<file path="src/rtl/ped_request_scheduler_pkg.sv">
// Shared definitions for the pedestrian request scheduler: FSM state codes,
// side codes and a constant-to-BCD helper used for the walk-time loads.
package ped_request_scheduler_pkg;

  typedef enum logic [2:0] {
    IDLE    = 3'd0,
    ARB     = 3'd1,
    REQ     = 3'd2,
    WALKING = 3'd3,
    RELEASE = 3'd4,
    GAP     = 3'd5
  } state_t;

  localparam logic SIDE_M = 1'b0;
  localparam logic SIDE_C = 1'b1;

  // Two-digit BCD of a constant in 0..99.
  function automatic logic [7:0] to_bcd(input int value);
    return {4'(value / 10), 4'(value % 10)};
  endfunction

endpackage

</file>
<file path="src/rtl/ped_request_scheduler_btn_debounce.sv">
// Button conditioner: 2-flop synchroniser followed by a stability counter that
// only accepts a new level after it has held for DB_CYCLES clocks.
module btn_debounce #(
  parameter int DB_CYCLES = 16
) (
  input  logic CLK,
  input  logic RST,
  input  logic IN,
  output logic OUT
);

  localparam int CW = $clog2(DB_CYCLES + 1);

  logic          r_sync1;
  logic          r_sync2;
  logic          r_out;
  logic [CW-1:0] r_cnt;

  always_ff @(posedge CLK or posedge RST) begin
    if (RST) begin
      r_sync1 <= 1'b0;
      r_sync2 <= 1'b0;
      r_out   <= 1'b0;
      r_cnt   <= '0;
    end else begin
      r_sync1 <= IN;
      r_sync2 <= r_sync1;
      if (r_sync2 == r_out) begin
        r_cnt <= '0;
      end else if (r_cnt == CW'(DB_CYCLES - 1)) begin
        r_out <= r_sync2;
        r_cnt <= '0;
      end else begin
        r_cnt <= r_cnt + CW'(1);
      end
    end
  end

  assign OUT = r_out;

endmodule

</file>
<file path="src/rtl/ped_request_scheduler.sv">
// Pedestrian request scheduler: latches button requests, grants them round-robin
// to the sequencer and counts the walk down in BCD. ACK_TIMEOUT_EN adds an ack watchdog.
module ped_request_scheduler
  import ped_request_scheduler_pkg::*;
#(
  parameter int DB_CYCLES      = 16,
  parameter int WALK_TIME      = 20,
  parameter int WALK_TIME_BUSY = 10,
  parameter int GAP_TIME       = 5
`ifdef ACK_TIMEOUT_EN
  ,
  parameter int ACK_TIMEOUT    = 8
`endif
) (
  input  logic       CLK,
  input  logic       RST,
  input  logic       TICK,
  input  logic       PQM_BTN,
  input  logic       PQC_BTN,
  input  logic       BUSY,
  input  logic       SEQ_READY,
  input  logic       SEQ_ACK,
  output logic       GNT_M,
  output logic       GNT_C,
  output logic       WALK,
  output logic [3:0] WALK_H,
  output logic [3:0] WALK_L,
  output logic       PEND_M,
  output logic       PEND_C,
  output logic       FAULT
);

  localparam logic [7:0] WALK_BCD      = to_bcd(WALK_TIME);
  localparam logic [7:0] WALK_BUSY_BCD = to_bcd(WALK_TIME_BUSY);

  state_t     r_state, w_state_next;
  logic       w_db_m, w_db_c, r_db_m_d, r_db_c_d;
  logic       w_rise_m, w_rise_c;
  logic       r_pend_m, r_pend_c;
  logic       r_side, r_last, w_arb_side;
  logic       w_active, w_serving_m, w_serving_c;
  logic       w_walk_last, w_timeout, w_release_done;
  logic [5:0] r_gap;
  logic [3:0] r_walk_h, r_walk_l;

  btn_debounce #(.DB_CYCLES(DB_CYCLES)) u_db_m (.CLK(CLK), .RST(RST), .IN(PQM_BTN), .OUT(w_db_m));
  btn_debounce #(.DB_CYCLES(DB_CYCLES)) u_db_c (.CLK(CLK), .RST(RST), .IN(PQC_BTN), .OUT(w_db_c));

  assign w_rise_m = w_db_m & ~r_db_m_d;
  assign w_rise_c = w_db_c & ~r_db_c_d;

  assign w_arb_side = (r_pend_m && r_pend_c) ? ~r_last : (r_pend_m ? SIDE_M : SIDE_C);
  assign w_active   = (r_state == REQ) || (r_state == WALKING) || (r_state == RELEASE);

  // The side under service ignores its own button from ARB until it is released.
  assign w_serving_m = ((r_state == ARB) && (w_arb_side == SIDE_M)) || (w_active && (r_side == SIDE_M));
  assign w_serving_c = ((r_state == ARB) && (w_arb_side == SIDE_C)) || (w_active && (r_side == SIDE_C));

  assign w_walk_last    = (r_state == WALKING) && TICK && (r_walk_h == 4'd0) && (r_walk_l == 4'd1);
  assign w_release_done = (r_state == RELEASE) && (SEQ_ACK || w_timeout);

`ifdef ACK_TIMEOUT_EN
  logic [7:0] r_to_cnt;
  logic       r_fault;

  assign w_timeout = (r_state == RELEASE) && TICK && !SEQ_ACK && (r_to_cnt == 8'(ACK_TIMEOUT - 1));

  always_ff @(posedge CLK or posedge RST) begin
    if (RST) begin
      r_to_cnt <= 8'd0;
      r_fault  <= 1'b0;
    end else begin
      if (r_state != RELEASE) r_to_cnt <= 8'd0;
      else if (TICK)          r_to_cnt <= r_to_cnt + 8'd1;
      if (w_timeout) r_fault <= 1'b1;
    end
  end

  assign FAULT = r_fault;
`else
  assign w_timeout = 1'b0;
  assign FAULT     = 1'b0;
`endif

  always_ff @(posedge CLK or posedge RST) begin
    if (RST) r_state <= IDLE;
    else     r_state <= w_state_next;
  end

  always_comb begin
    w_state_next = r_state;
    case (r_state)
      IDLE:    if ((r_pend_m || r_pend_c) && (r_gap == 6'd0)) w_state_next = ARB;
      ARB:     w_state_next = REQ;
      REQ:     if (SEQ_READY) w_state_next = WALKING;
      WALKING: if (w_walk_last) w_state_next = RELEASE;
      RELEASE: if (w_release_done) w_state_next = (GAP_TIME == 0) ? IDLE : GAP;
      GAP:     if (r_gap == 6'd0) w_state_next = IDLE;
      default: w_state_next = IDLE;
    endcase
  end

  always_ff @(posedge CLK or posedge RST) begin
    if (RST) begin
      r_db_m_d <= 1'b0;
      r_db_c_d <= 1'b0;
      r_pend_m <= 1'b0;
      r_pend_c <= 1'b0;
      r_side   <= SIDE_M;
      r_last   <= SIDE_C;
      r_gap    <= 6'd0;
      r_walk_h <= 4'd0;
      r_walk_l <= 4'd0;
    end else begin
      r_db_m_d <= w_db_m;
      r_db_c_d <= w_db_c;
      if (r_state == ARB) r_side <= w_arb_side;

      if (w_release_done && (r_side == SIDE_M)) r_pend_m <= 1'b0;
      else if (w_rise_m && !w_serving_m)        r_pend_m <= 1'b1;
      if (w_release_done && (r_side == SIDE_C)) r_pend_c <= 1'b0;
      else if (w_rise_c && !w_serving_c)        r_pend_c <= 1'b1;

      if (w_release_done) begin
        r_last <= r_side;
        r_gap  <= 6'(GAP_TIME);
      end else if ((r_state == GAP) && TICK && (r_gap != 6'd0)) begin
        r_gap <= r_gap - 6'd1;
      end

      // BCD countdown: a units digit of 0 wraps to 9 and borrows from the tens.
      if ((r_state == REQ) && SEQ_READY) begin
        {r_walk_h, r_walk_l} <= BUSY ? WALK_BUSY_BCD : WALK_BCD;
      end else if (r_state != WALKING) begin
        r_walk_h <= 4'd0;
        r_walk_l <= 4'd0;
      end else if (TICK) begin
        if (r_walk_l == 4'd0) begin
          r_walk_l <= 4'd9;
          r_walk_h <= r_walk_h - 4'd1;
        end else begin
          r_walk_l <= r_walk_l - 4'd1;
        end
      end
    end
  end

  assign GNT_M  = w_active && (r_side == SIDE_M);
  assign GNT_C  = w_active && (r_side == SIDE_C);
  assign WALK   = (r_state == WALKING);
  assign WALK_H = r_walk_h;
  assign WALK_L = r_walk_l;
  assign PEND_M = r_pend_m;
  assign PEND_C = r_pend_c;

endmodule

</file>
<file path="config.mk">
export PLATFORM = sky130hd
export DESIGN_NAME = ped_request_scheduler
export DESIGN_NICKNAME = d
export VERILOG_FILES = /design/src/rtl/ped_request_scheduler_pkg.sv /design/src/rtl/ped_request_scheduler_btn_debounce.sv /design/src/rtl/ped_request_scheduler.sv
export SDC_FILE = /design/constraint.sdc
export NUM_CORES = 1
export LEC_CHECK = 0
export ABC_AREA = 1
export ABC_CLOCK_PERIOD_IN_PS = 4200
export BUFFER_PORTS_ARGS = -buffer_cell sky130_fd_sc_hd__buf_2
export CORE_MARGIN = 2
export CORE_UTILIZATION = 30
export DETAILED_ROUTE_END_ITERATION = 8
export GPL_ROUTABILITY_DRIVEN = 0
export PLACE_DENSITY = 0.52
export SETUP_SLACK_MARGIN = 0.4
export SYNTH_ARGS = -nofsm -noshare
export SYNTH_HDL_FRONTEND = slang
export SYNTH_SLANG_ARGS = --single-unit
</file>
<file path="constraint.sdc">
create_clock -name CLK -period 4.2 [get_ports CLK]
set_clock_uncertainty 0.2 [all_clocks]
set_input_delay 0.21 -clock CLK [delete_from_list [all_inputs] [get_ports CLK]]
set_output_delay 0.21 -clock CLK [all_outputs]
set_load 0.05 [all_outputs]
</file>
Yosys cells after proc, flatten, opt, wreduce, memory -nomap -nowiden
Index checks and enable logic that the tools add are counted.
- bits in registers: 39
- output and inout bits: 14
- logic and storage cells: 113
- add/sub/neg operators: 5
- equality and inequality tests: 16
- multiplexer cells: 27
- bitwise gates (word level): 9
- reductions and logical operators: 38
- operator list (kind ; count):
    2-to-1 mux 4 bit ; 8
    2-to-1 mux 5 bit ; 4
    2-to-1 mux 6 bit ; 3
    case mux 3 bit (6 select lines) ; 1
    logical AND 1 bit ; 17
    2-to-1 mux 3 bit ; 5
    adder 5 x 1 -> 5 bit (second input constant) ; 2
    == test 5 x 4 -> 1 bit (second input constant) ; 2
    logical NOT 4 bit ; 2
    != test 2 bit (second input constant) ; 4
    subtractor 4 x 1 -> 4 bit (second input constant) ; 2
    NOT 1 bit ; 7
    == test 3 x 2 -> 1 bit (second input constant) ; 2
    == test 3 bit (second input constant) ; 2
    logical NOT 6 bit ; 1
    2-to-1 mux 1 bit ; 6
    AND reduction 2 bit ; 3
    nonzero test 2 bit ; 3
    nonzero test 3 bit ; 2
    nonzero test 6 bit ; 1
    subtractor 6 x 1 -> 6 bit (second input constant) ; 1
    logical OR 1 bit ; 5
    AND reduction 5 bit ; 1
    == test 4 x 1 -> 1 bit (second input constant) ; 1
    7 further kinds ; 10

Depth between registers and ports, before layout
- word-level depth: 9
- gate-level depth with buffers: 10
- depth with buffers taken out: 10

Hierarchy
Synthesis repeated with hierarchy kept, for this count alone.
- cells, all modules: 250
- area, all modules: 2015.7 µm²
- modules (own cells, without submodules) (module ; times used ; cells an instance ; area each (µm²)):
    ped_request_scheduler ; 1 ; 176 ; 1355.0
    btn_debounce ; 2 ; 37 ; 330.3

Least setup slack after synthesis
Ideal clock, no wire load.
- path type: register to register
- start point: register r_walk_h[0], in the netlist WALK_H[0]
- end point: register r_state[1]
- arrival time: 1441 ps
- required time: 3883 ps
- slack: 2442 ps
- stages on the path, launching flop included: 10
- path buffers: 0
- clock period less this slack: 1758 ps
- cells stage by stage: dfrtp_1 -> inv_1 -> ha_1 -> nand2_1 -> nor2_1 -> nand2_1 -> a21oi_2 -> nand3_1 -> nand2_1 -> nand2_1
- cells in the longest elaborated chain, start to end: 5
- ends and longest elaborated chain (element ; line ; text):
    from (decl) ; ped_request_scheduler.sv:44 ; logic [3:0] r_walk_h, r_walk_l;
    from (signal assigned) ; ped_request_scheduler.sv:133 ; {r_walk_h, r_walk_l} <= BUSY ? WALK_BUSY_BCD : WALK_BCD;
    from (signal assigned) ; ped_request_scheduler.sv:140 ; r_walk_h <= r_walk_h - 4'd1;
    logical NOT 4 bit ; ped_request_scheduler.sv:59 ; assign w_walk_last = (r_state == WALKING) && TICK && (r_walk_h == 4'd0) && (r_walk_l == 4'd1);
    logical AND 1 bit (2 in a row) ; ped_request_scheduler.sv:59 ;
    != test 2 x 1 -> 1 bit (no source line) ; n/a ;
    AND reduction 5 bit (no source line) ; n/a ;
    to (signal assigned) ; ped_request_scheduler.sv:87 ; else r_state <= w_state_next;
    to (decl) ; ped_request_scheduler.sv:36 ; state_t r_state, w_state_next;
No other way between the ends.
A chain may end at the register's enable or synchronous reset.

Worst setup path after layout
- start point: register r_state[0]
- end point: output GNT_C
- cells in the longest elaborated chain, start to end: 4
- elaborated cells between the ends (all ways): 6
- ends and longest elaborated chain (element ; line ; text):
    == test 3 x 2 -> 1 bit ; ped_request_scheduler.sv:53 ; assign w_active = (r_state == REQ) || (r_state == WALKING) || (r_state == RELEASE);
    logical OR 1 bit ; ped_request_scheduler.sv:53 ;
    logical OR 1 bit (*) ; ped_request_scheduler.sv:53 ;
    logical AND 1 bit (*) ; ped_request_scheduler.sv:149 ; assign GNT_C = w_active && (r_side == SIDE_C);
    to (decl) ; ped_request_scheduler.sv:24 ; output logic GNT_C,
Every way passes the cells marked *; elsewhere a longest branch is shown, timed or not.

==> metrics.yaml <==
placement:
  dp_hpwl_um: 2653
  place_area_um2: 2116
  portBuffers: 20
worst_setup_path:
  end_kind: "primary output"
  critPathKind: "register to primary output"
  r2r-start: "WALK_H[0]"
  r2r-end: "r_state[0]"
  start_kind: "register"
  r2r_cells: 9
  crit_arrival_ps: 1590
  cp.required_ps: 3790
  crit_start: "r_state[0]"
  r2r_slack_ps: 2580
  crit_fanout: 7
clock_tree:
  htreeDepth: 2
  post-cts-setup-buffers: 0
  worstSkewPairLatency_ps: 290
  post_cts_resized: 0
  cts_root_buf: "clkbuf_8"
  cts_tree: "yes"
  clock_sinks: 39
  clk_pin_slew_worst_paths_ps: 70
  cts_made_buffers: 5
  clockBufferDepth: 2
synthesis:
  yosysUniqueCellTypes: 29
  synthCells: 225
  synth_top_flop_cell: "dfrtp_1"
  yosysSeqAreaShare: 0.5071
  syn_area_per_cell_um2: 8.564
  syn-cell-area_um2: 1927
  synth_edf_count: 0
  yosys_warnings: 0
  synthArstFlopShare: 1.000
  ys_seq_elements: 39
  syn_nets: 239
power_and_ir_drop:
  p_per_area_nw_per_um2: 622.4
  peakVddDrop_mv: 0.2029
  leakage_nw: 1.191
  p_total_mw: 1.406
cells_and_area:
  fillers: 668
  fin_area_um2: 2258
  final_common_cell: "nand2_1"
  diodes: 0
  area_growth_pct: 17.21
  final_cell_mix: "42 x nand2_1, 38 x dfrtp_1, 32 x inv_1"
  drive_above_1_share: 0.1765
  nets: 268
floorplan:
  die_h_um: 84.14
  io_pins: 22
  die_area_um2: 7080
  std_cell_rows: 29
  design.core.area_um2: 6277
  die_w_um: 84.14
  initial_utilization: 0.3070
hold_path:
  hold_start: "TICK"
  whs_path_depth: 3
  worstHoldPathType: "input pin to register"
  min_to: "WALK_L[3]"
grt:
  grt_antenna_before_repair: 0
  gr-total-overflow: 0
  grt_usage: 0.1154
  grt_pass1_vias: 1473
  grt_start_max_net_pins: 40
  grt_pass1_wl_um: 6575
sta:
  rsz0062_at_grt: "no"
  fin_tns_setup_ps: 0
  fin_crit_ps: 1996
  fmax_mhz: 501.1
  finalCritPeriodShare: 0.4752
  setup_viol: 0
  slew_viol_final: 0
  hold_viol_final: 0
route:
  avgViaCountPerCell: 4.560
  drc: 0
  detail-route-antenna-nets: 0
  routed_wl_um: 3589
  firstDrtPassIters: 4
  wl_per_cell_um: 10.81
  first_iter_violations: 50
  via_count: 1514
run:
  timing.max_cap.violations: 0
status:
  outcome: "finished clean"
[critical path, cell delays in order, from the launching register on]
cell and delay (ps):
dfrtp_1 460, inv_1 150, nand3_1 130, o21ai_0 130
nand2_1 100, inv_1 80, buf_2 250
[metal layers]
layer | part of all wire | track usage | vias to the layer above
met5 | 0 | 0 | -
met1 | 0.47 | 0.1465 | 716
met4 | 0.016 | 0.03959 | 0
met3 | 0.024 | 0.03245 | 6
met2 | 0.49 | 0.1898 | 11
li1 | - | - | 781
[worst max path at each step]
stage                      end  slack [ps]  cells after the start
finish                   GNT_C        2200                      6
global route             GNT_C        1980                      6
CTS                      GNT_C        2170                      6
detailed placement       GNT_M        2490                      6
global placement         GNT_M        2520                      6
floorplan           r_state[1]        2440                      9
[state kept, by name (all words and copies together) (netlist names), 3 cells and up]
name          count
r_state           3
WALK_L            4
WALK_H            4
u_db_c.r_cnt      5
r_gap             6
u_db_m.r_cnt      5
[cells in the mapped netlist (all sizes together) (2+ instances only)]
master / number / share of area
a21oi: 13 / 0.042
nand2: 44 / 0.091
and3: 2 / 0.0065
nor2: 30 / 0.062
o21ai: 14 / 0.036
nand4: 5 / 0.019
buf: 2 / 0.0078
o22ai: 4 / 0.013
nand3: 16 / 0.049
dfrtp: 38 / 0.49
inv: 35 / 0.069
xor2: 6 / 0.027
nor3: 4 / 0.010
ha: 6 / 0.039
[per-stage QoR]
stage                     instances  hold WS, ps    util  worst slack (ps)
after global routing            332        123.3  0.3598              1981
after global placement          321        119.0  0.3371              2521
after floorplan                 225        41.43       -              2442
after CTS                       332        80.99  0.3598              2165
after detailed placement        321        119.7  0.3371              2490
final                           332        86.37  0.3598              2204
[repair_timing]
item | 4_1_cts | 5_1_grt
endpoints found under the hold margin | 40 | 0
hold buffers | 3 | 0
endpoints found under the setup margin | 0 | 0
[cell families after synthesis]
kind of cell | share of synthesized area
flip-flops | 0.5071
other | 0.001946
adder cells (fa/ha/maj) | 0.03896
multiplexers | 0.005844
AND/OR/NAND/NOR | 0.2429
buffers and inverters | 0.07728
XOR/XNOR | 0.02727
AO/OA/AOI/OAI | 0.09871
[cell type report]
cell class	count	area (um2)	share of cell area
inverter	35	133.9	0.05928
sequential	39	977.2	0.4327
multi-input combinational	149	800.8	0.3546
tap	77	96.34	0.04266
clock buffer	5	68.82	0.03047
clock inverter	3	43.79	0.01939
timing repair buffer	24	137.6	0.06094
[power by group]
group	switching [mW]	leakage [nW]	internal (mW)
clock	0.138	0.0581	0.177
sequential	0.0701	0.510	0.457
combinational	0.393	0.623	0.172
total	0.601	1.19	0.805
Power figures use the tool's default switching activity.
